`src/rtl/vram_scanout_arbiter_pkg.sv`:
```
// Shared constants and FSM encoding for the VRAM scan-out / writer arbiter.
package vram_scanout_arbiter_pkg;
    localparam int H_ACTIVE       = 1024;
    localparam int V_ACTIVE       = 768;
    localparam int BPP            = 4;
    localparam int PPW            = 4;
    localparam int DATA_W         = BPP * PPW;
    localparam int ADDR_W         = 18;
    localparam int HC_W           = 11;
    localparam int VC_W           = 10;
    localparam int WORDS_PER_LINE = H_ACTIVE / PPW;
    localparam int FB_DEPTH       = H_ACTIVE * V_ACTIVE / PPW;

    typedef enum logic {
        ST_IDLE  = 1'b0,
        ST_CLEAR = 1'b1
    } arb_state_t;
endpackage

```
`src/rtl/vram_scanout_arbiter_sync_delay.sv`:
```
// N-stage shift register with a selectable reset value, used to align sync/blank with pixels.
module vram_scanout_arbiter_sync_delay #(
    parameter int   N       = 2,
    parameter logic RST_VAL = 1'b1
) (
    input  logic i_clk,
    input  logic i_rst,
    input  logic i_d,
    output logic o_q
);
    logic [N-1:0] r_shift;

    always_ff @(posedge i_clk or posedge i_rst) begin
        if (i_rst) r_shift <= {N{RST_VAL}};
        else       r_shift <= {r_shift[N-2:0], i_d};
    end

    assign o_q = r_shift[N-1];
endmodule

```
`src/rtl/vram_scanout_arbiter.sv`:
```
// Single-port frame RAM arbiter: scan-out reads every PPW-th active cycle, the clear
// engine or the plotter gets every other cycle; also unpacks words into pixels.
module vram_scanout_arbiter
    import vram_scanout_arbiter_pkg::*;
#(
    parameter int P_WORDS_PER_LINE = WORDS_PER_LINE,
    parameter int P_FB_DEPTH       = FB_DEPTH
) (
    input  logic              i_vga_clock,
    input  logic              i_reset,
    input  logic [HC_W-1:0]   i_hcount,
    input  logic [VC_W-1:0]   i_vcount,
    input  logic              i_hsync_in,
    input  logic              i_vsync_in,
    input  logic              i_at_display_area,
    input  logic              i_wr_req,
    input  logic [ADDR_W-1:0] i_wr_addr,
    input  logic [DATA_W-1:0] i_wr_data,
    output logic              o_wr_ack,
    input  logic              i_clear_req,
    output logic              o_clear_busy,
    output logic              o_clear_done,
    output logic [ADDR_W-1:0] o_mem_addr,
    output logic              o_mem_we,
    output logic [DATA_W-1:0] o_mem_wdata,
    input  logic [DATA_W-1:0] i_mem_rdata,
    output logic [BPP-1:0]    o_pixel_out,
    output logic              o_hsync_out,
    output logic              o_vsync_out,
    output logic              o_blank_out
);
    localparam int                LOG_PPW  = $clog2(PPW);
    localparam logic [ADDR_W-1:0] LAST_PTR = ADDR_W'(P_FB_DEPTH - 1);

    arb_state_t        r_state, w_state_nxt;
    logic [ADDR_W-1:0] r_clear_ptr, w_clear_ptr_nxt;
    logic              r_clear_done, w_clear_done_nxt;
    logic              r_load;
    logic [DATA_W-1:0] r_word;
    logic              w_disp_slot;
    logic [ADDR_W-1:0] w_disp_addr;

    assign w_disp_slot = i_at_display_area && (i_hcount[LOG_PPW-1:0] == '0);
    assign w_disp_addr = ADDR_W'(i_vcount) * ADDR_W'(P_WORDS_PER_LINE)
                       + ADDR_W'(i_hcount >> LOG_PPW);

    always_comb begin
        w_state_nxt      = r_state;
        w_clear_ptr_nxt  = r_clear_ptr;
        w_clear_done_nxt = 1'b0;
        o_mem_addr       = '0;
        o_mem_we         = 1'b0;
        o_mem_wdata      = '0;
        o_wr_ack         = 1'b0;

        if (w_disp_slot) begin
            o_mem_addr = w_disp_addr;
        end else if (r_state == ST_CLEAR) begin
            o_mem_we        = 1'b1;
            o_mem_addr      = r_clear_ptr;
            w_clear_ptr_nxt = r_clear_ptr + ADDR_W'(1);
            if (r_clear_ptr == LAST_PTR) begin
                w_state_nxt      = ST_IDLE;
                w_clear_done_nxt = 1'b1;
            end
        end else if (i_wr_req) begin
            o_mem_we    = 1'b1;
            o_mem_addr  = i_wr_addr;
            o_mem_wdata = i_wr_data;
            o_wr_ack    = 1'b1;
        end

        // A clear request only arms the engine; a writer in this same cycle is still served.
        if (r_state == ST_IDLE && i_clear_req) begin
            w_state_nxt     = ST_CLEAR;
            w_clear_ptr_nxt = '0;
        end

        if (i_reset) begin
            o_mem_we = 1'b0;
            o_wr_ack = 1'b0;
        end
    end

    always_ff @(posedge i_vga_clock or posedge i_reset) begin
        if (i_reset) begin
            r_state      <= ST_IDLE;
            r_clear_ptr  <= '0;
            r_clear_done <= 1'b0;
        end else begin
            r_state      <= w_state_nxt;
            r_clear_ptr  <= w_clear_ptr_nxt;
            r_clear_done <= w_clear_done_nxt;
        end
    end

    // Word arrives one cycle after its read slot; afterwards shift one pixel out per cycle.
    always_ff @(posedge i_vga_clock or posedge i_reset) begin
        if (i_reset) begin
            r_load <= 1'b0;
            r_word <= '0;
        end else begin
            r_load <= w_disp_slot;
            if (r_load) r_word <= i_mem_rdata;
            else        r_word <= r_word >> BPP;
        end
    end

    vram_scanout_arbiter_sync_delay #(.N(2), .RST_VAL(1'b1)) u_hsync_dly (
        .i_clk(i_vga_clock), .i_rst(i_reset), .i_d(i_hsync_in), .o_q(o_hsync_out)
    );
    vram_scanout_arbiter_sync_delay #(.N(2), .RST_VAL(1'b1)) u_vsync_dly (
        .i_clk(i_vga_clock), .i_rst(i_reset), .i_d(i_vsync_in), .o_q(o_vsync_out)
    );
    vram_scanout_arbiter_sync_delay #(.N(2), .RST_VAL(1'b1)) u_blank_dly (
        .i_clk(i_vga_clock), .i_rst(i_reset), .i_d(~i_at_display_area), .o_q(o_blank_out)
    );

    assign o_pixel_out  = o_blank_out ? '0 : r_word[BPP-1:0];
    assign o_clear_busy = (r_state == ST_CLEAR);
    assign o_clear_done = r_clear_done;
endmodule
```
`config.mk`:
```
export PLATFORM = sky130hd
export DESIGN_NAME = vram_scanout_arbiter
export DESIGN_NICKNAME = d
export VERILOG_FILES = /design/src/rtl/vram_scanout_arbiter_pkg.sv /design/src/rtl/vram_scanout_arbiter_sync_delay.sv /design/src/rtl/vram_scanout_arbiter.sv
export SDC_FILE = /design/constraint.sdc
export NUM_CORES = 1
export LEC_CHECK = 0
export ABC_AREA = 1
export BUFFER_PORTS_ARGS = -buffer_cell sky130_fd_sc_hd__buf_2
export CORE_ASPECT_RATIO = 0.5
export CORE_MARGIN = 2
export CORE_UTILIZATION = 30
export DETAILED_ROUTE_END_ITERATION = 16
export SLEW_MARGIN = 20
export SYNTH_ARGS = -nofsm -noshare
export SYNTH_HDL_FRONTEND = slang
export SYNTH_SLANG_ARGS = --single-unit
```
`constraint.sdc`:
```
create_clock -name i_vga_clock -period 1.5 [get_ports i_vga_clock]
set_input_delay 0.15 -clock i_vga_clock [delete_from_list [all_inputs] [get_ports i_vga_clock]]
set_output_delay 0.15 -clock i_vga_clock [all_outputs]
set_load 0.05 [all_outputs]
```
==> results of run 1 <==
-- kinds of logic (layout without fill, tap and decap cells) --
family	count (synthesis)	count (layout)	share of synthesized area (%)
XOR/XNOR	2	2	0.657
multiplexers	12	12	5.07
buffers and inverters	75	221	11.9
flip-flops	43	43	40.6
AO/OA/AOI/OAI	37	37	8.26
adder cells (fa/ha/maj)	3	3	1.41
AND/OR/NAND/NOR	186	186	32.1
-- stage by stage --
step / worst slack [ns] / std cells / instance area, µm²
2_1_floorplan: -0.284 / 358 / 2810
3_3_place_gp: -0.0401 / 609 / 3690
3_5_place_dp: -0.0412 / 609 / 3690
4_1_cts: -0.162 / 620 / 4140
5_1_grt: -0.246 / 621 / 4170
6_report: -0.158 / 621 / 4170
-- area by class of cell --
class                      count  share of cell area (%)
tap                          117                    3.51
sequential                    43                    26.0
timing repair buffer         148                    26.9
multi-input combinational    240                    32.4
inverter                      65                    7.44
clock buffer                   6                    3.33
clock inverter                 2                   0.390
-- per-layer routing --
| layer | vias up | routed length, µm | track usage (%) |
|---|---|---|---|
| met1 | 1267 | 3470 | 20.9 |
| met3 | 6 | 551 | 3.51 |
| met4 | 0 | 44 | 3.09 |
| li1 | 1417 | - | - |
| met2 | 94 | 3410 | 26.2 |
| met5 | - | 0 | 0 |
-- where the power goes --
group          switching [mW]  total, mW  internal [mW]
Clock                   0.468       1.13          0.666
Combinational           0.803       1.29          0.487
Sequential              0.122       1.42           1.30
Total                    1.39       3.84           2.45
-- cell usage after synthesis (2+ instances only) --
| library cell | n |
|---|---|
| sky130_fd_sc_hd__nand2_1 | 109 |
| sky130_fd_sc_hd__inv_1 | 60 |
| sky130_fd_sc_hd__dfrtp_1 | 37 |
| sky130_fd_sc_hd__nand3_1 | 24 |
| sky130_fd_sc_hd__nor2_1 | 18 |
| sky130_fd_sc_hd__o21ai_0 | 13 |
| sky130_fd_sc_hd__mux2_2 | 12 |
| sky130_fd_sc_hd__nand4_1 | 9 |
| sky130_fd_sc_hd__o211ai_1 | 8 |
| sky130_fd_sc_hd__dfstp_2 | 6 |
| sky130_fd_sc_hd__nor2_2 | 6 |
| sky130_fd_sc_hd__nor2_4 | 6 |
| sky130_fd_sc_hd__a21oi_1 | 5 |
| sky130_fd_sc_hd__buf_2 | 5 |
| sky130_fd_sc_hd__nand2_2 | 5 |
| sky130_fd_sc_hd__a22oi_1 | 4 |
| sky130_fd_sc_hd__inv_2 | 4 |
| sky130_fd_sc_hd__nor3_1 | 4 |
| sky130_fd_sc_hd__o21ai_1 | 4 |
| sky130_fd_sc_hd__buf_6 | 3 |
| sky130_fd_sc_hd__ha_1 | 3 |
| sky130_fd_sc_hd__buf_4 | 2 |
| sky130_fd_sc_hd__nand3_2 | 2 |
| sky130_fd_sc_hd__xnor2_1 | 2 |
-- worst min-delay path, stage by stage --
cell and delay [ns]:
sky130_fd_sc_hd__buf_2 0.13, sky130_fd_sc_hd__clkinvlp_4 0.06, sky130_fd_sc_hd__buf_4 0.44
-- sequential cells by signal, indices dropped and copies added, names as in the netlist --
name and flops:
o_clear_busy 1, o_clear_done 1, r_clear_ptr 18, r_load 1, r_word 16, u_blank_dly.r_shift 2
u_hsync_dly.r_shift 2, u_vsync_dly.r_shift 2
-- repair_timing --
item,4_1_cts,5_1_grt
buffers inserted,0,1
hold endpoints to repair,3,0
hold buffers,3,0
endpoints found under the setup margin,35,36
gates resized for setup,84,6
pin swaps,1,0
-- how the worst max path moves through the flow --
stage	slack (ns)	to	start	cells past startpoint
2_1_floorplan	-0.28	o_mem_addr[0]	o_clear_busy	3
3_3_place_gp	-0.04	o_mem_addr[16]	i_hcount[10]	11
3_5_place_dp	-0.04	o_mem_addr[16]	i_hcount[10]	11
4_1_cts	-0.16	o_mem_addr[17]	o_clear_busy	6
5_1_grt	-0.25	o_mem_addr[2]	o_clear_busy	7
6_report	-0.16	o_mem_addr[0]	o_clear_busy	7
==> flow_summary.html, run 1 <==
<table>
<tr><th>Metric</th><th>Value</th></tr>
<tr><th colspan="2">Placement</th></tr>
<tr><td>Buffers on Ports</td><td>around 120</td></tr>
<tr><td>HPWL after detailed placement</td><td>about 5600 µm</td></tr>
<tr><td>Final weighted congestion of routability-driven global placement</td><td>around 0.85</td></tr>
<tr><th colspan="2">Synthesis</th></tr>
<tr><td>Synth Register Bits</td><td>43</td></tr>
<tr><td>Avg Synthesized Cell Area</td><td>7.45 µm²</td></tr>
<tr><td>Synth area leader</td><td>sky130_fd_sc_hd__dfrtp_1</td></tr>
<tr><td>Area fraction of the dominant cell type after synthesis</td><td>between 30% and 40%</td></tr>
<tr><td>Synthesis warning total</td><td>0</td></tr>
<tr><td>Sequential fraction of the synthesis area</td><td>40.6%</td></tr>
<tr><td>Syn_nets</td><td>439</td></tr>
<tr><td>Post-synthesis cell count</td><td>approximately 360</td></tr>
<tr><td>Number of enable-type register cells in the synthesized netlist</td><td>0</td></tr>
<tr><td>Share of flip-flops with an asynchronous set or reset after synthesis</td><td>100%</td></tr>
<tr><td>Top cells by area, synth</td><td>sky130_fd_sc_hd__dfrtp_1 (35%), sky130_fd_sc_hd__nand2_1 (15%), sky130_fd_sc_hd__inv_1 (8.4%)</td></tr>
<tr><td>Primary FF master, synth</td><td>sky130_fd_sc_hd__dfrtp_1</td></tr>
<tr><td>Area of the mapped netlist</td><td>roughly 2700 µm²</td></tr>
<tr><td>Count of distinct cell types in the synthesized netlist</td><td>31</td></tr>
<tr><th colspan="2">Power and ir drop</th></tr>
<tr><td>Leakage power of the design</td><td>2.06 nW</td></tr>
<tr><td>Worst vdd rail ir drop</td><td>around 460 µV</td></tr>
<tr><td>Power Density</td><td>roughly 920 nW/µm²</td></tr>
<tr><td>Tot Pwr</td><td>~3.8 mW</td></tr>
<tr><th colspan="2">Global route</th></tr>
<tr><td>Antenna violations before repair</td><td>0</td></tr>
<tr><td>Maximum number of pins on one net before global-route repair</td><td>44</td></tr>
<tr><td>First-pass GRT wire length</td><td>12,200 µm</td></tr>
<tr><td>Number of global-route vias before repair</td><td>2,630</td></tr>
<tr><td>Grt ovf</td><td>0</td></tr>
<tr><td>Total routing usage reported by global routing</td><td>between 10% and 20%</td></tr>
<tr><th colspan="2">Worst setup path</th></tr>
<tr><td>Slowest library cell on the worst path</td><td>sky130_fd_sc_hd__dfrtp_2</td></tr>
<tr><td>CP Launch Type</td><td>flop</td></tr>
<tr><td>Reg2reg path depth</td><td>8</td></tr>
<tr><td>Maximum net fanout on the critical path</td><td>15</td></tr>
<tr><td>Delay of the slowest cell on the worst path</td><td>0.42 ns</td></tr>
<tr><td>CP cell instances</td><td>inv_2 -&gt; nand2_4 -&gt; nor2_4 -&gt; buf_12 -&gt; nand2_1 -&gt; o211ai_1 -&gt; buf_4</td></tr>
<tr><td>Worst endpoint data arrival time</td><td>approximately 1.5 ns</td></tr>
<tr><td>R2r endpoint</td><td>o_clear_busy</td></tr>
<tr><td>Worst R2R Setup Slack</td><td>around 0.17 ns</td></tr>
<tr><td>Type of the worst setup path</td><td>flop to primary output</td></tr>
<tr><td>Reg2reg start</td><td>r_clear_ptr[0]</td></tr>
<tr><td>Worst setup EP type</td><td>primary output</td></tr>
<tr><td>Required time reported for the critical path endpoint</td><td>approximately 1.4 ns</td></tr>
<tr><td>Largest delay contributor family on the critical path</td><td>buffers and inverters</td></tr>
<tr><td>Bufs and invs on worst path</td><td>3</td></tr>
<tr><th colspan="2">Die</th></tr>
<tr><td>Standard-cell rows</td><td>24</td></tr>
<tr><td>DIE WIDTH</td><td>~140 µm</td></tr>
<tr><td>Area enclosed by the die boundary</td><td>between 9000 and 10,000 µm²</td></tr>
<tr><td>Die extent in y</td><td>slightly above 70 µm</td></tr>
<tr><td>Total core area</td><td>just under 9000 µm²</td></tr>
<tr><td>Initial cell density of the core</td><td>a little under a third</td></tr>
<tr><td>I/O Pins</td><td>about 120</td></tr>
<tr><th colspan="2">Detailed routing</th></tr>
<tr><td>Number of detailed-routing iterations run before antenna repair</td><td>4</td></tr>
<tr><td>Vias after detailed routing</td><td>roughly 2.8k</td></tr>
<tr><td>Number of DRC violations after detailed-routing iteration 0</td><td>between 100 and 150</td></tr>
<tr><td>Average routed wire per standard cell</td><td>12.0 µm</td></tr>
<tr><td>Drt drc</td><td>0</td></tr>
<tr><td>Number of routed nets with antenna violations</td><td>0</td></tr>
<tr><td>Post-detailed-route via-to-cell ratio</td><td>4.48</td></tr>
<tr><td>Total detailed-routing wirelength</td><td>approximately 7500 µm</td></tr>
<tr><th colspan="2">Outcome</th></tr>
<tr><td>Result of the run</td><td>finished, violations left</td></tr>
<tr><td>Violations in the final reports</td><td>setup timing</td></tr>
<tr><th colspan="2">Layout</th></tr>
<tr><td>Relative area change from synthesis to final layout</td><td>56.4%</td></tr>
<tr><td>Multi-input gate area in the final layout</td><td>between 1000 and 1500 µm²</td></tr>
<tr><td>Most common cell after layout, fill and taps aside</td><td>sky130_fd_sc_hd__nand2_1</td></tr>
<tr><td>Antenna diode count</td><td>0</td></tr>
<tr><td>Post-layout nets</td><td>584</td></tr>
<tr><td>Sequential cell area in the final layout</td><td>between 1000 and 1500 µm²</td></tr>
<tr><td>Final core area utilization</td><td>around half</td></tr>
<tr><td>Most used cells in the layout excluding fill and tap cells</td><td>sky130_fd_sc_hd__nand2_1 (105), sky130_fd_sc_hd__buf_2 (87), sky130_fd_sc_hd__inv_1 (42)</td></tr>
<tr><td>Proportion of layout cells with a drive suffix above 1</td><td>44.8%</td></tr>
<tr><td>Final-layout fill cell count</td><td>approximately 880</td></tr>
<tr><th colspan="2">Clock network</th></tr>
<tr><td>Depth of the CTS H-tree</td><td>2</td></tr>
<tr><td>Maximum buffer depth of the clock tree</td><td>2</td></tr>
<tr><td>Total clock buffers created by CTS</td><td>5</td></tr>
<tr><td>Buffer cell driving the clock tree root</td><td>sky130_fd_sc_hd__clkbuf_16</td></tr>
<tr><td>Clock latency reported for the late side of the worst-skew pair</td><td>~0.28 ns</td></tr>
<tr><td>Total clock sinks</td><td>43</td></tr>
<tr><td>Clk slew on worst S/H paths</td><td>0.06 ns</td></tr>
<tr><td>Clock tree from TritonCTS</td><td>built</td></tr>
<tr><th colspan="2">STA</th></tr>
<tr><td>Setup repair after global routing missed its margin</td><td>yes</td></tr>
<tr><td>Final worst-path setup slack</td><td>-0.158 ns</td></tr>
<tr><td>Worst hold margin</td><td>0.0510 ns</td></tr>
<tr><td>Pins Over Slew Limit</td><td>0</td></tr>
<tr><td>Max_slew headroom</td><td>a little under two thirds</td></tr>
<tr><td>Final worst path period share</td><td>111%</td></tr>
<tr><td>Final setup violation count</td><td>34</td></tr>
<tr><td>Maximum clock frequency</td><td>603 MHz</td></tr>
<tr><td>Final hold violation count</td><td>0</td></tr>
<tr><td>Clock Skew</td><td>about 0.0038 ns</td></tr>
<tr><td>Shortest period the worst path allows</td><td>~1.7 ns</td></tr>
<tr><td>Total negative setup slack</td><td>-3.47 ns</td></tr>
<tr><td>Worst Tran Pin Value</td><td>approximately 0.55 ns</td></tr>
<tr><th colspan="2">Min path</th></tr>
<tr><td>Classification of the worst-slack hold path</td><td>primary input to asynchronous set/reset pin</td></tr>
<tr><th colspan="2">Flow run</th></tr>
<tr><td>Max Cap Violations</td><td>0</td></tr>
</table>
Power figures use the tool's default switching activity.
==> inputs of run 2 (changes only) <==
Settings changed: ABC_CLOCK_PERIOD_IN_PS set to 1500, PLACE_DENSITY set to 0.58.
==> run 2 against run 1 <==
  * The flow still finishes with violations (setup timing)
  * Sequential power about the same
  * Count of clock-buffer cells in the layout did not move
  * Via count decreased by 1.0%
  * Worst hold slack got worse by 0.0016 ns
  * Clock skew hardly changed
  * Core utilization up 0.13 points
  * Clock power fell by 7%
  * Non-clock buffer count shrank 3
  * Critical endpoint is now o_mem_wdata[2]
  * Highest routed layer unchanged
==> flow_summary.html, run 2 (same netlist as run 1, synthesis figures left out) <==
<table>
<tr><th>Metric</th><th>Value</th></tr>
<tr><th colspan="2">Worst setup path</th></tr>
<tr><td>Required time reported for the critical path endpoint</td><td>1.35 ns (about the same)</td></tr>
<tr><td>Bufs and invs on worst path</td><td>5 (+2)</td></tr>
<tr><td>Worst R2R Setup Slack</td><td>0.13 ns (-0.04 ns)</td></tr>
<tr><td>Slowest library cell on the worst path</td><td>sky130_fd_sc_hd__dfrtp_2</td></tr>
<tr><td>Worst setup endpoint</td><td>o_mem_wdata[2]</td></tr>
<tr><td>Worst endpoint data arrival time</td><td>1.58 ns (+0.07 ns)</td></tr>
<tr><td>Worst setup EP type</td><td>primary output</td></tr>
<tr><td>CP cell instances</td><td>inv_2 -&gt; nand2_4 -&gt; nor2_4 -&gt; buf_12 -&gt; clkbuf_16 -&gt; nand2_1 -&gt; clkinvlp_4 -&gt; buf_8</td></tr>
<tr><td>Delay of the slowest cell on the worst path</td><td>0.42 ns (about the same)</td></tr>
<tr><td>Type of the worst setup path</td><td>flop to primary output</td></tr>
<tr><td>Maximum net fanout on the critical path</td><td>9 (-6)</td></tr>
<tr><td>Reg2reg path depth</td><td>7 (-1)</td></tr>
<tr><td>Reg2reg start</td><td>o_clear_busy</td></tr>
<tr><td>R2r endpoint</td><td>r_clear_ptr[14]</td></tr>
<tr><td>Largest delay contributor family on the critical path</td><td>buffers and inverters</td></tr>
<tr><td>CP Launch Type</td><td>flop</td></tr>
<tr><td>Launch point of the worst path</td><td>o_clear_busy</td></tr>
<tr><td>Stages on worst setup path</td><td>8 (+1)</td></tr>
<tr><th colspan="2">Layout</th></tr>
<tr><td>Most common cell after layout, fill and taps aside</td><td>sky130_fd_sc_hd__nand2_1</td></tr>
<tr><td>Top reg by flops</td><td>r_clear_ptr</td></tr>
<tr><td>Post-layout nets</td><td>581 (-0.51%)</td></tr>
<tr><td>Final core area utilization</td><td>48.2% (+0.13 points)</td></tr>
<tr><td>Number of flip-flops under the largest register name</td><td>18 (unchanged)</td></tr>
<tr><td>Top flop regs</td><td>r_clear_ptr (18), r_word (16)</td></tr>
<tr><td>Antenna diode count</td><td>0 (unchanged)</td></tr>
<tr><td>Proportion of layout cells with a drive suffix above 1</td><td>45.1% (+0.27 points)</td></tr>
<tr><td>Relative area change from synthesis to final layout</td><td>56.8%</td></tr>
<tr><td>Most used cells in the layout excluding fill and tap cells</td><td>sky130_fd_sc_hd__nand2_1 (102), sky130_fd_sc_hd__buf_2 (87), sky130_fd_sc_hd__inv_1 (42)</td></tr>
<tr><th colspan="2">Clock network</th></tr>
<tr><td>Total clock sinks</td><td>43 (unchanged)</td></tr>
<tr><td>Clock latency reported for the late side of the worst-skew pair</td><td>0.28 ns (about the same)</td></tr>
<tr><td>Clk slew on worst S/H paths</td><td>0.06 ns (about the same)</td></tr>
<tr><td>Clock tree from TritonCTS</td><td>built</td></tr>
<tr><td>Depth of the CTS H-tree</td><td>2 (unchanged)</td></tr>
<tr><td>Maximum buffer depth of the clock tree</td><td>2 (unchanged)</td></tr>
<tr><td>Total clock buffers created by CTS</td><td>5 (unchanged)</td></tr>
<tr><td>Buffer cell driving the clock tree root</td><td>sky130_fd_sc_hd__clkbuf_16</td></tr>
<tr><th colspan="2">Global route</th></tr>
<tr><td>Number of global-route vias before repair</td><td>2,573 (-2.2%)</td></tr>
<tr><td>First-pass GRT wire length</td><td>12,000 µm (-1.4%)</td></tr>
<tr><td>Maximum number of pins on one net before global-route repair</td><td>44 (unchanged)</td></tr>
<tr><td>Grt ovf</td><td>0 (unchanged)</td></tr>
<tr><td>Antenna violations before repair</td><td>0 (unchanged)</td></tr>
<tr><td>Total routing usage reported by global routing</td><td>15.6% (-0.059 points)</td></tr>
<tr><th colspan="2">Power and ir drop</th></tr>
<tr><td>Tot Pwr</td><td>3.77 mW (-2.0%)</td></tr>
<tr><td>Power Density</td><td>901 nW/µm² (-2.2%)</td></tr>
<tr><td>Worst vdd rail ir drop</td><td>525 µV (+14%)</td></tr>
<tr><td>Leakage power of the design</td><td>2.06 nW (-0.25%)</td></tr>
<tr><th colspan="2">Die</th></tr>
<tr><td>Initial cell density of the core</td><td>30.7% (unchanged)</td></tr>
<tr><td>Standard-cell rows</td><td>24 (unchanged)</td></tr>
<tr><td>Area enclosed by the die boundary</td><td>9700 µm² (unchanged)</td></tr>
<tr><td>Die extent in y</td><td>70.7 µm (unchanged)</td></tr>
<tr><td>Total core area</td><td>8680 µm² (unchanged)</td></tr>
<tr><td>I/O Pins</td><td>123 (unchanged)</td></tr>
<tr><td>DIE WIDTH</td><td>137 µm (unchanged)</td></tr>
<tr><th colspan="2">Detailed routing</th></tr>
<tr><td>Total detailed-routing wirelength</td><td>7830 µm (+4.7%)</td></tr>
<tr><td>Post-detailed-route via-to-cell ratio</td><td>4.46 (-0.56%)</td></tr>
<tr><td>Number of routed nets with antenna violations</td><td>0 (unchanged)</td></tr>
<tr><td>Number of DRC violations after detailed-routing iteration 0</td><td>113 (+5.6%)</td></tr>
<tr><td>Vias after detailed routing</td><td>2,755 (-1.0%)</td></tr>
<tr><td>Number of detailed-routing iterations run before antenna repair</td><td>4 (unchanged)</td></tr>
<tr><td>Average routed wire per standard cell</td><td>12.7 µm (+5.2%)</td></tr>
<tr><td>Drt drc</td><td>0 (unchanged)</td></tr>
<tr><th colspan="2">Placement</th></tr>
<tr><td>Final weighted congestion of routability-driven global placement</td><td>0.857 (+0.87%)</td></tr>
<tr><td>HPWL after detailed placement</td><td>5780 µm (+2.5%)</td></tr>
<tr><td>Worst Setup Slack post-DPL</td><td>-0.0795 ns (-0.0382 ns)</td></tr>
<tr><td>Buffers on Ports</td><td>122 (unchanged)</td></tr>
<tr><th colspan="2">STA</th></tr>
<tr><td>Max_slew headroom</td><td>62.8% (-0.69 points)</td></tr>
<tr><td>Maximum clock frequency</td><td>580 MHz (-3.9%)</td></tr>
<tr><td>Final setup violation count</td><td>35 (+2.9%)</td></tr>
<tr><td>Pins Over Slew Limit</td><td>0 (unchanged)</td></tr>
<tr><td>Worst Tran Pin Value</td><td>0.558 ns (+0.0103 ns)</td></tr>
<tr><td>Final worst-path setup slack</td><td>-0.225 ns (-0.0674 ns)</td></tr>
<tr><td>Setup repair after global routing missed its margin</td><td>yes</td></tr>
<tr><td>Clock Skew</td><td>0.00344 ns (-0.000389 ns)</td></tr>
<tr><td>Final worst path period share</td><td>115% (+4.5 points)</td></tr>
<tr><td>Total negative setup slack</td><td>-6.31 ns (-2.85 ns)</td></tr>
<tr><td>Shortest period the worst path allows</td><td>1.73 ns (+0.0674 ns)</td></tr>
<tr><td>Worst hold margin</td><td>0.0494 ns (-0.00164 ns)</td></tr>
<tr><td>Final hold violation count</td><td>0 (unchanged)</td></tr>
<tr><th colspan="2">Outcome</th></tr>
<tr><td>Result of the run</td><td>finished, violations left</td></tr>
<tr><td>Violations in the final reports</td><td>setup timing</td></tr>
<tr><th colspan="2">Min path</th></tr>
<tr><td>Start point of the worst min-delay path</td><td>i_mem_rdata[12]</td></tr>
<tr><td>Classification of the worst-slack hold path</td><td>primary input to flop</td></tr>
<tr><th colspan="2">Flow run</th></tr>
<tr><td>Max Cap Violations</td><td>0 (unchanged)</td></tr>
</table>
[run 2: what timing repair did]
item	in CTS	in global routing
hold endpoints to repair	3	0
resized for setup	69	26
endpoints found under the setup margin	35	35
pin swaps	0	2
cloned	0	2
buffers inserted	0	2
hold buffers	3	0
[run 2: worst min-delay path, cell delays in order]
cell and delay, ns:
sky130_fd_sc_hd__buf_2 0.07, sky130_fd_sc_hd__nand2_1 0.04, sky130_fd_sc_hd__inv_1 0.04
[run 2: final cells by class]
cell class	count	area, µm²
Clock buffer	6	129
Clock inverter	2	13.8
Fill cell	854	4500
Inverter	65	310
Multi-Input combinational cell	240	1370
Sequential cell	43	1080
Tap cell	117	146
Timing Repair Buffer	145	1120
[run 2: per-stage QoR]
stage / instance area (µm²) / instances
final: 4180 / 618
after global routing: 4180 / 618
after CTS: 4020 / 614
after detailed placement: 3630 / 603
after global placement: 3630 / 603
after floorplan: 2810 / 358
[run 2: where the power goes]
part           internal, mW  leakage, nW  switching, mW
sequential             1.30        0.547          0.117
combinational         0.486         1.44          0.818
clock                 0.617       0.0708          0.431
[run 2: how the worst min path moves through the flow]
stage / cells past startpoint / end / slack, ns
CTS: 3 / r_word[13] / 0.04
detailed placement: 1 / u_vsync_dly.r_shift[0] / 0.26
global route: 3 / r_word[15] / 0.06
floorplan: 1 / o_clear_done / 0.15
global placement: 1 / u_hsync_dly.r_shift[0] / 0.25
finish: 3 / r_word[12] / 0.05
[run 2: per-layer routing]
metal  vias to the layer above  global-route usage [%]  part of all wire (%)
li1                       1411                       -                     -
met1                      1245                    21.0                    47
met2                        92                    24.8                    45
met3                         7                    4.59                   7.6
met4                         0                    3.55                  0.80
met5                         -                       0                     0
==> inputs of run 3 (changes only) <==
Settings changed: ABC_AREA 1 to not set, PLACE_DENSITY 0.58 to 0.59.
==> run 3 against run 2 <==
  * Worst hold slack is essentially flat
  * Combinational power up 35%
  * Critical path depth is 2 lower
  * Critical path type unchanged
  * Fmax fell by 0.15%
  * Final cell count decreased by 17%
  * Global-route usage rose by 1.5 points
  * Die area fell by 9.4%
  * The flow still finishes with violations (setup timing)
  * Power grew 12%
==> flow_summary.html, run 3 <==
<table>
<tr><th>Metric</th><th>Value</th></tr>
<tr><th colspan="2">Worst setup path</th></tr>
<tr><td>CP Launch Type</td><td>flop</td></tr>
<tr><td>R2r endpoint</td><td>r_clear_ptr[9]</td></tr>
<tr><td>Worst setup EP type</td><td>primary output</td></tr>
<tr><td>Worst R2R Setup Slack</td><td>0.03 ns (-0.10 ns)</td></tr>
<tr><td>Launch point of the worst path</td><td>o_clear_busy</td></tr>
<tr><td>Reg2reg path depth</td><td>6 (-1)</td></tr>
<tr><td>Worst endpoint data arrival time</td><td>1.58 ns (about the same)</td></tr>
<tr><td>Reg2reg start</td><td>r_clear_ptr[1]</td></tr>
<tr><td>Maximum net fanout on the critical path</td><td>6 (-3)</td></tr>
<tr><td>Type of the worst setup path</td><td>flop to primary output</td></tr>
<tr><td>Required time reported for the critical path endpoint</td><td>1.35 ns (about the same)</td></tr>
<tr><td>Worst setup endpoint</td><td>o_mem_addr[7]</td></tr>
<tr><th colspan="2">Synthesis</th></tr>
<tr><td>Share of flip-flops with an asynchronous set or reset after synthesis</td><td>100% (unchanged)</td></tr>
<tr><td>Post-synthesis share of cell area spent on and, or, nand and nor gates</td><td>21.7% (-10 points)</td></tr>
<tr><td>Cell with the most instances after synthesis</td><td>sky130_fd_sc_hd__dfrtp_1</td></tr>
<tr><td>Area fraction of the dominant cell type after synthesis</td><td>38.5% (+3.8 points)</td></tr>
<tr><td>Sequential fraction of the synthesis area</td><td>45.1% (+4.4 points)</td></tr>
<tr><td>Compound-Gate Fraction of Synth Area</td><td>15.5% (+7.2 points)</td></tr>
<tr><td>Number of enable-type register cells in the synthesized netlist</td><td>0 (unchanged)</td></tr>
<tr><td>Area of the mapped netlist</td><td>2400 µm² (-9.8%)</td></tr>
<tr><td>Post-synthesis share of cell area spent on full adders, half adders and majority gates</td><td>1.56% (+0.15 points)</td></tr>
<tr><td>Mux contribution to synthesized area</td><td>7.91% (+2.8 points)</td></tr>
<tr><td>Avg Synthesized Cell Area</td><td>9.90 µm² (+33%)</td></tr>
<tr><td>Post-synthesis cell count</td><td>243 (-32%)</td></tr>
<tr><td>Syn_nets</td><td>324 (-26%)</td></tr>
<tr><td>Most numerous cell types in the synthesized netlist</td><td>sky130_fd_sc_hd__dfrtp_1 (37), sky130_fd_sc_hd__and3_1 (22), sky130_fd_sc_hd__a21oi_1 (17)</td></tr>
<tr><td>Top cells by area, synth</td><td>sky130_fd_sc_hd__dfrtp_1 (39%), sky130_fd_sc_hd__dfstp_2 (6.6%), sky130_fd_sc_hd__and3_1 (5.7%)</td></tr>
<tr><td>Count of distinct cell types in the synthesized netlist</td><td>38 (+23%)</td></tr>
<tr><td>Synth Register Bits</td><td>43 (unchanged)</td></tr>
<tr><td>Synthesis warning total</td><td>0 (unchanged)</td></tr>
<tr><td>Synth area leader</td><td>sky130_fd_sc_hd__dfrtp_1</td></tr>
<tr><td>Dominant combinational cell family by area after synthesis</td><td>simple AND/OR/NAND/NOR gates</td></tr>
<tr><td>Primary FF master, synth</td><td>sky130_fd_sc_hd__dfrtp_1</td></tr>
<tr><td>Fraction of synthesized cell area in xor and xnor cells</td><td>4.01% (+3.3 points)</td></tr>
<tr><th colspan="2">Global route</th></tr>
<tr><td>Grt ovf</td><td>0 (unchanged)</td></tr>
<tr><td>Total routing usage reported by global routing</td><td>17.1% (+1.5 points)</td></tr>
<tr><td>Maximum number of pins on one net before global-route repair</td><td>48 (+9.1%)</td></tr>
<tr><td>Antenna violations before repair</td><td>1 (+1)</td></tr>
<tr><td>Number of global-route vias before repair</td><td>2,516 (-2.2%)</td></tr>
<tr><td>First-pass GRT wire length</td><td>11,800 µm (-1.8%)</td></tr>
<tr><th colspan="2">Die</th></tr>
<tr><td>Total core area</td><td>7890 µm² (-9.1%)</td></tr>
<tr><td>Area enclosed by the die boundary</td><td>8790 µm² (-9.4%)</td></tr>
<tr><td>I/O Pins</td><td>123 (unchanged)</td></tr>
<tr><td>Initial cell density of the core</td><td>30.5% (-0.23 points)</td></tr>
<tr><td>Die extent in y</td><td>67.3 µm (-4.7%)</td></tr>
<tr><td>Standard-cell rows</td><td>23 (-4.2%)</td></tr>
<tr><td>DIE WIDTH</td><td>131 µm (-4.9%)</td></tr>
<tr><th colspan="2">Flow run</th></tr>
<tr><td>Max Cap Violations</td><td>0 (unchanged)</td></tr>
<tr><th colspan="2">Power and ir drop</th></tr>
<tr><td>Fraction of power spent switching nets</td><td>34.8% (-1.5 points)</td></tr>
<tr><td>Cell-internal power</td><td>2.75 mW (+14%)</td></tr>
<tr><td>Leakage power of the design</td><td>2.03 nW (-1.4%)</td></tr>
<tr><td>Switching power summed over all nets</td><td>1.47 mW (+7.3%)</td></tr>
<tr><td>Worst vdd rail ir drop</td><td>619 µV (+18%)</td></tr>
<tr><td>Clock group share of total power</td><td>25.8% (-2.0 points)</td></tr>
<tr><td>Share of total power in combinational logic</td><td>41.7% (+7.1 points)</td></tr>
<tr><td>Power Density</td><td>948 nW/µm² (+5.2%)</td></tr>
<tr><td>Sequential power share</td><td>32.5% (-5.1 points)</td></tr>
<tr><th colspan="2">Outcome</th></tr>
<tr><td>Violations in the final reports</td><td>setup timing</td></tr>
<tr><td>Result of the run</td><td>finished, violations left</td></tr>
<tr><th colspan="2">Layout</th></tr>
<tr><td>Final-layout fill cell count</td><td>676 (-21%)</td></tr>
<tr><td>Top flop regs</td><td>r_clear_ptr (18), r_word (16)</td></tr>
<tr><td>Top reg by flops</td><td>r_clear_ptr</td></tr>
<tr><td>Sequential cell area in the final layout</td><td>1090 µm² (+0.23%)</td></tr>
<tr><td>Antenna diode count</td><td>0 (unchanged)</td></tr>
<tr><td>Multi-input gate area in the final layout</td><td>1730 µm² (+26%)</td></tr>
<tr><td>Post-layout nets</td><td>480 (-17%)</td></tr>
<tr><td>Number of flip-flops under the largest register name</td><td>18 (unchanged)</td></tr>
<tr><td>Proportion of layout cells with a drive suffix above 1</td><td>66.3% (+21 points)</td></tr>
<tr><td>Most common cell after layout, fill and taps aside</td><td>sky130_fd_sc_hd__buf_2</td></tr>
<tr><td>Relative area change from synthesis to final layout</td><td>84.9%</td></tr>
<tr><td>Most used cells in the layout excluding fill and tap cells</td><td>sky130_fd_sc_hd__buf_2 (86), sky130_fd_sc_hd__dfrtp_1 (34), sky130_fd_sc_hd__buf_4 (34)</td></tr>
<tr><th colspan="2">Placement</th></tr>
<tr><td>Final weighted congestion of routability-driven global placement</td><td>0.754 (-12%)</td></tr>
<tr><td>Buffers on Ports</td><td>122 (unchanged)</td></tr>
<tr><td>HPWL after detailed placement</td><td>5380 µm (-7.0%)</td></tr>
<tr><th colspan="2">STA</th></tr>
<tr><td>Total negative setup slack</td><td>-6.67 ns (-0.357 ns)</td></tr>
<tr><td>Final setup violation count</td><td>36 (+2.9%)</td></tr>
<tr><td>Final worst-path setup slack</td><td>-0.228 ns (-0.00256 ns)</td></tr>
<tr><td>Maximum clock frequency</td><td>579 MHz (-0.15%)</td></tr>
<tr><td>Shortest period the worst path allows</td><td>1.73 ns (+0.00256 ns)</td></tr>
<tr><td>Worst Tran Pin Value</td><td>0.545 ns (-0.0131 ns)</td></tr>
<tr><td>Clock Skew</td><td>0.00501 ns (+0.00157 ns)</td></tr>
<tr><td>Final hold violation count</td><td>0 (unchanged)</td></tr>
<tr><td>Max_slew headroom</td><td>63.7% (+0.87 points)</td></tr>
<tr><td>Worst hold margin</td><td>0.0491 ns (-0.000334 ns)</td></tr>
<tr><td>Final worst path period share</td><td>115% (+0.17 points)</td></tr>
<tr><td>Pins Over Slew Limit</td><td>0 (unchanged)</td></tr>
<tr><td>Setup repair after global routing missed its margin</td><td>yes</td></tr>
<tr><th colspan="2">Detailed routing</th></tr>
<tr><td>Number of detailed-routing iterations run before antenna repair</td><td>4 (unchanged)</td></tr>
<tr><td>Vias after detailed routing</td><td>2,471 (-10%)</td></tr>
<tr><td>Total detailed-routing wirelength</td><td>7640 µm (-2.5%)</td></tr>
<tr><td>Number of DRC violations after detailed-routing iteration 0</td><td>82 (-27%)</td></tr>
<tr><td>Post-detailed-route via-to-cell ratio</td><td>4.83 (+8.3%)</td></tr>
<tr><td>Average routed wire per standard cell</td><td>14.9 µm (+18%)</td></tr>
<tr><td>Drt drc</td><td>0 (unchanged)</td></tr>
<tr><td>Number of routed nets with antenna violations</td><td>0 (unchanged)</td></tr>
<tr><th colspan="2">Clock network</th></tr>
<tr><td>Depth of the CTS H-tree</td><td>2 (unchanged)</td></tr>
<tr><td>Total clock sinks</td><td>43 (unchanged)</td></tr>
<tr><td>Clock latency reported for the late side of the worst-skew pair</td><td>0.28 ns (about the same)</td></tr>
<tr><td>Maximum buffer depth of the clock tree</td><td>2 (unchanged)</td></tr>
<tr><td>Clk slew on worst S/H paths</td><td>0.06 ns (about the same)</td></tr>
<tr><td>Clock tree from TritonCTS</td><td>built</td></tr>
<tr><td>Buffer cell driving the clock tree root</td><td>sky130_fd_sc_hd__clkbuf_16</td></tr>
<tr><td>Total clock buffers created by CTS</td><td>5 (unchanged)</td></tr>
<tr><th colspan="2">Min path</th></tr>
<tr><td>Classification of the worst-slack hold path</td><td>primary input to asynchronous set/reset pin</td></tr>
</table>
[run 3: cell types whose count changed in the layout (fill, tap and decap cells not counted), sizes merged, moves of 15 or more]
cell	before	now
nand3	26	11
nand2	115	13
and3	0	22
inv	47	4
nor2	30	14
buf	141	165
[run 3: power by group through the flow]
stage          Sequential [mW]  Clock, mW  Combinational (mW)
5_1_grt                   1.38       1.18                1.88
2_1_floorplan             1.44          0               0.997
3_5_place_dp              1.38          0                1.54
3_3_place_gp              1.38          0                1.51
6_report                  1.37       1.09                1.76
4_1_cts                   1.36       1.12                1.67
[run 3: worst max-delay path, cell delays in order, from the launching register on]
cell	delay, ns
sky130_fd_sc_hd__dfrtp_2	0.45
sky130_fd_sc_hd__nor2b_4	0.20
sky130_fd_sc_hd__buf_12	0.15
sky130_fd_sc_hd__buf_12	0.12
sky130_fd_sc_hd__a22oi_2	0.07
sky130_fd_sc_hd__a21oi_4	0.13
sky130_fd_sc_hd__buf_6	0.17
[run 3: per-layer routing]
metal	vias to the layer above	global-route usage, %	part of all wire [%]
li1	1206	-	-
met4	2	5.32	1.7
met3	14	3.96	6.4
met5	-	0	0.10
met1	1162	22.2	46
met2	87	28.8	46
[run 3: kinds of logic after synthesis]
kind of cell | count (synthesis)
xor gates and xnor gates | 11
DFF | 43
and+or+nand+nor | 91
muxes | 17
adders and majority gates | 3
buffers and inverters | 22
AOI/OAI and AO/OA | 56
[run 3: worst min path at each step]
stage	cells past startpoint	startpoint	slack [ns]	end
after global routing	3	i_at_display_area	0.08	u_blank_dly.r_shift[0]
after detailed placement	1	i_hsync_in	0.26	u_hsync_dly.r_shift[0]
after CTS	3	i_at_display_area	0.07	u_blank_dly.r_shift[0]
after global placement	1	i_vsync_in	0.26	u_vsync_dly.r_shift[0]
after floorplan	1	i_reset	0.15	o_clear_done
final	3	i_reset	0.05	r_load
[run 3: per-stage QoR]
stage / std cells / setup WS [ns] / total power [mW] / instance area, µm² / utilization [%]
finish: 512 / -0.228 / 4.21 / 4450 / 56.4
global placement: 496 / -0.216 / 2.88 / 3740 / 47.4
global route: 512 / -0.275 / 4.43 / 4450 / 56.4
floorplan: 243 / -0.144 / 2.44 / 2820 / -
detailed placement: 496 / -0.217 / 2.92 / 3740 / 47.4
CTS: 510 / -0.224 / 4.15 / 4370 / 55.4
[run 3: cell type report]
| class | instances | share of cell area, % |
|---|---|---|
| tap | 112 | 3.15 |
| sequential | 43 | 24.5 |
| timing repair buffer | 167 | 29.5 |
| clock buffer | 5 | 2.81 |
| clock inverter | 3 | 0.535 |
| inverter | 4 | 0.535 |
| multi-input combinational | 178 | 39.0 |
[run 3: what timing repair did]
item / CTS / global route
hold buffers: 2 / 0
hold endpoints to repair: 2 / 0
pin swaps: 3 / 7
buffers inserted: 2 / 4
gates cloned: 2 / 0
resized for setup: 101 / 27
endpoints found under the setup margin: 36 / 49
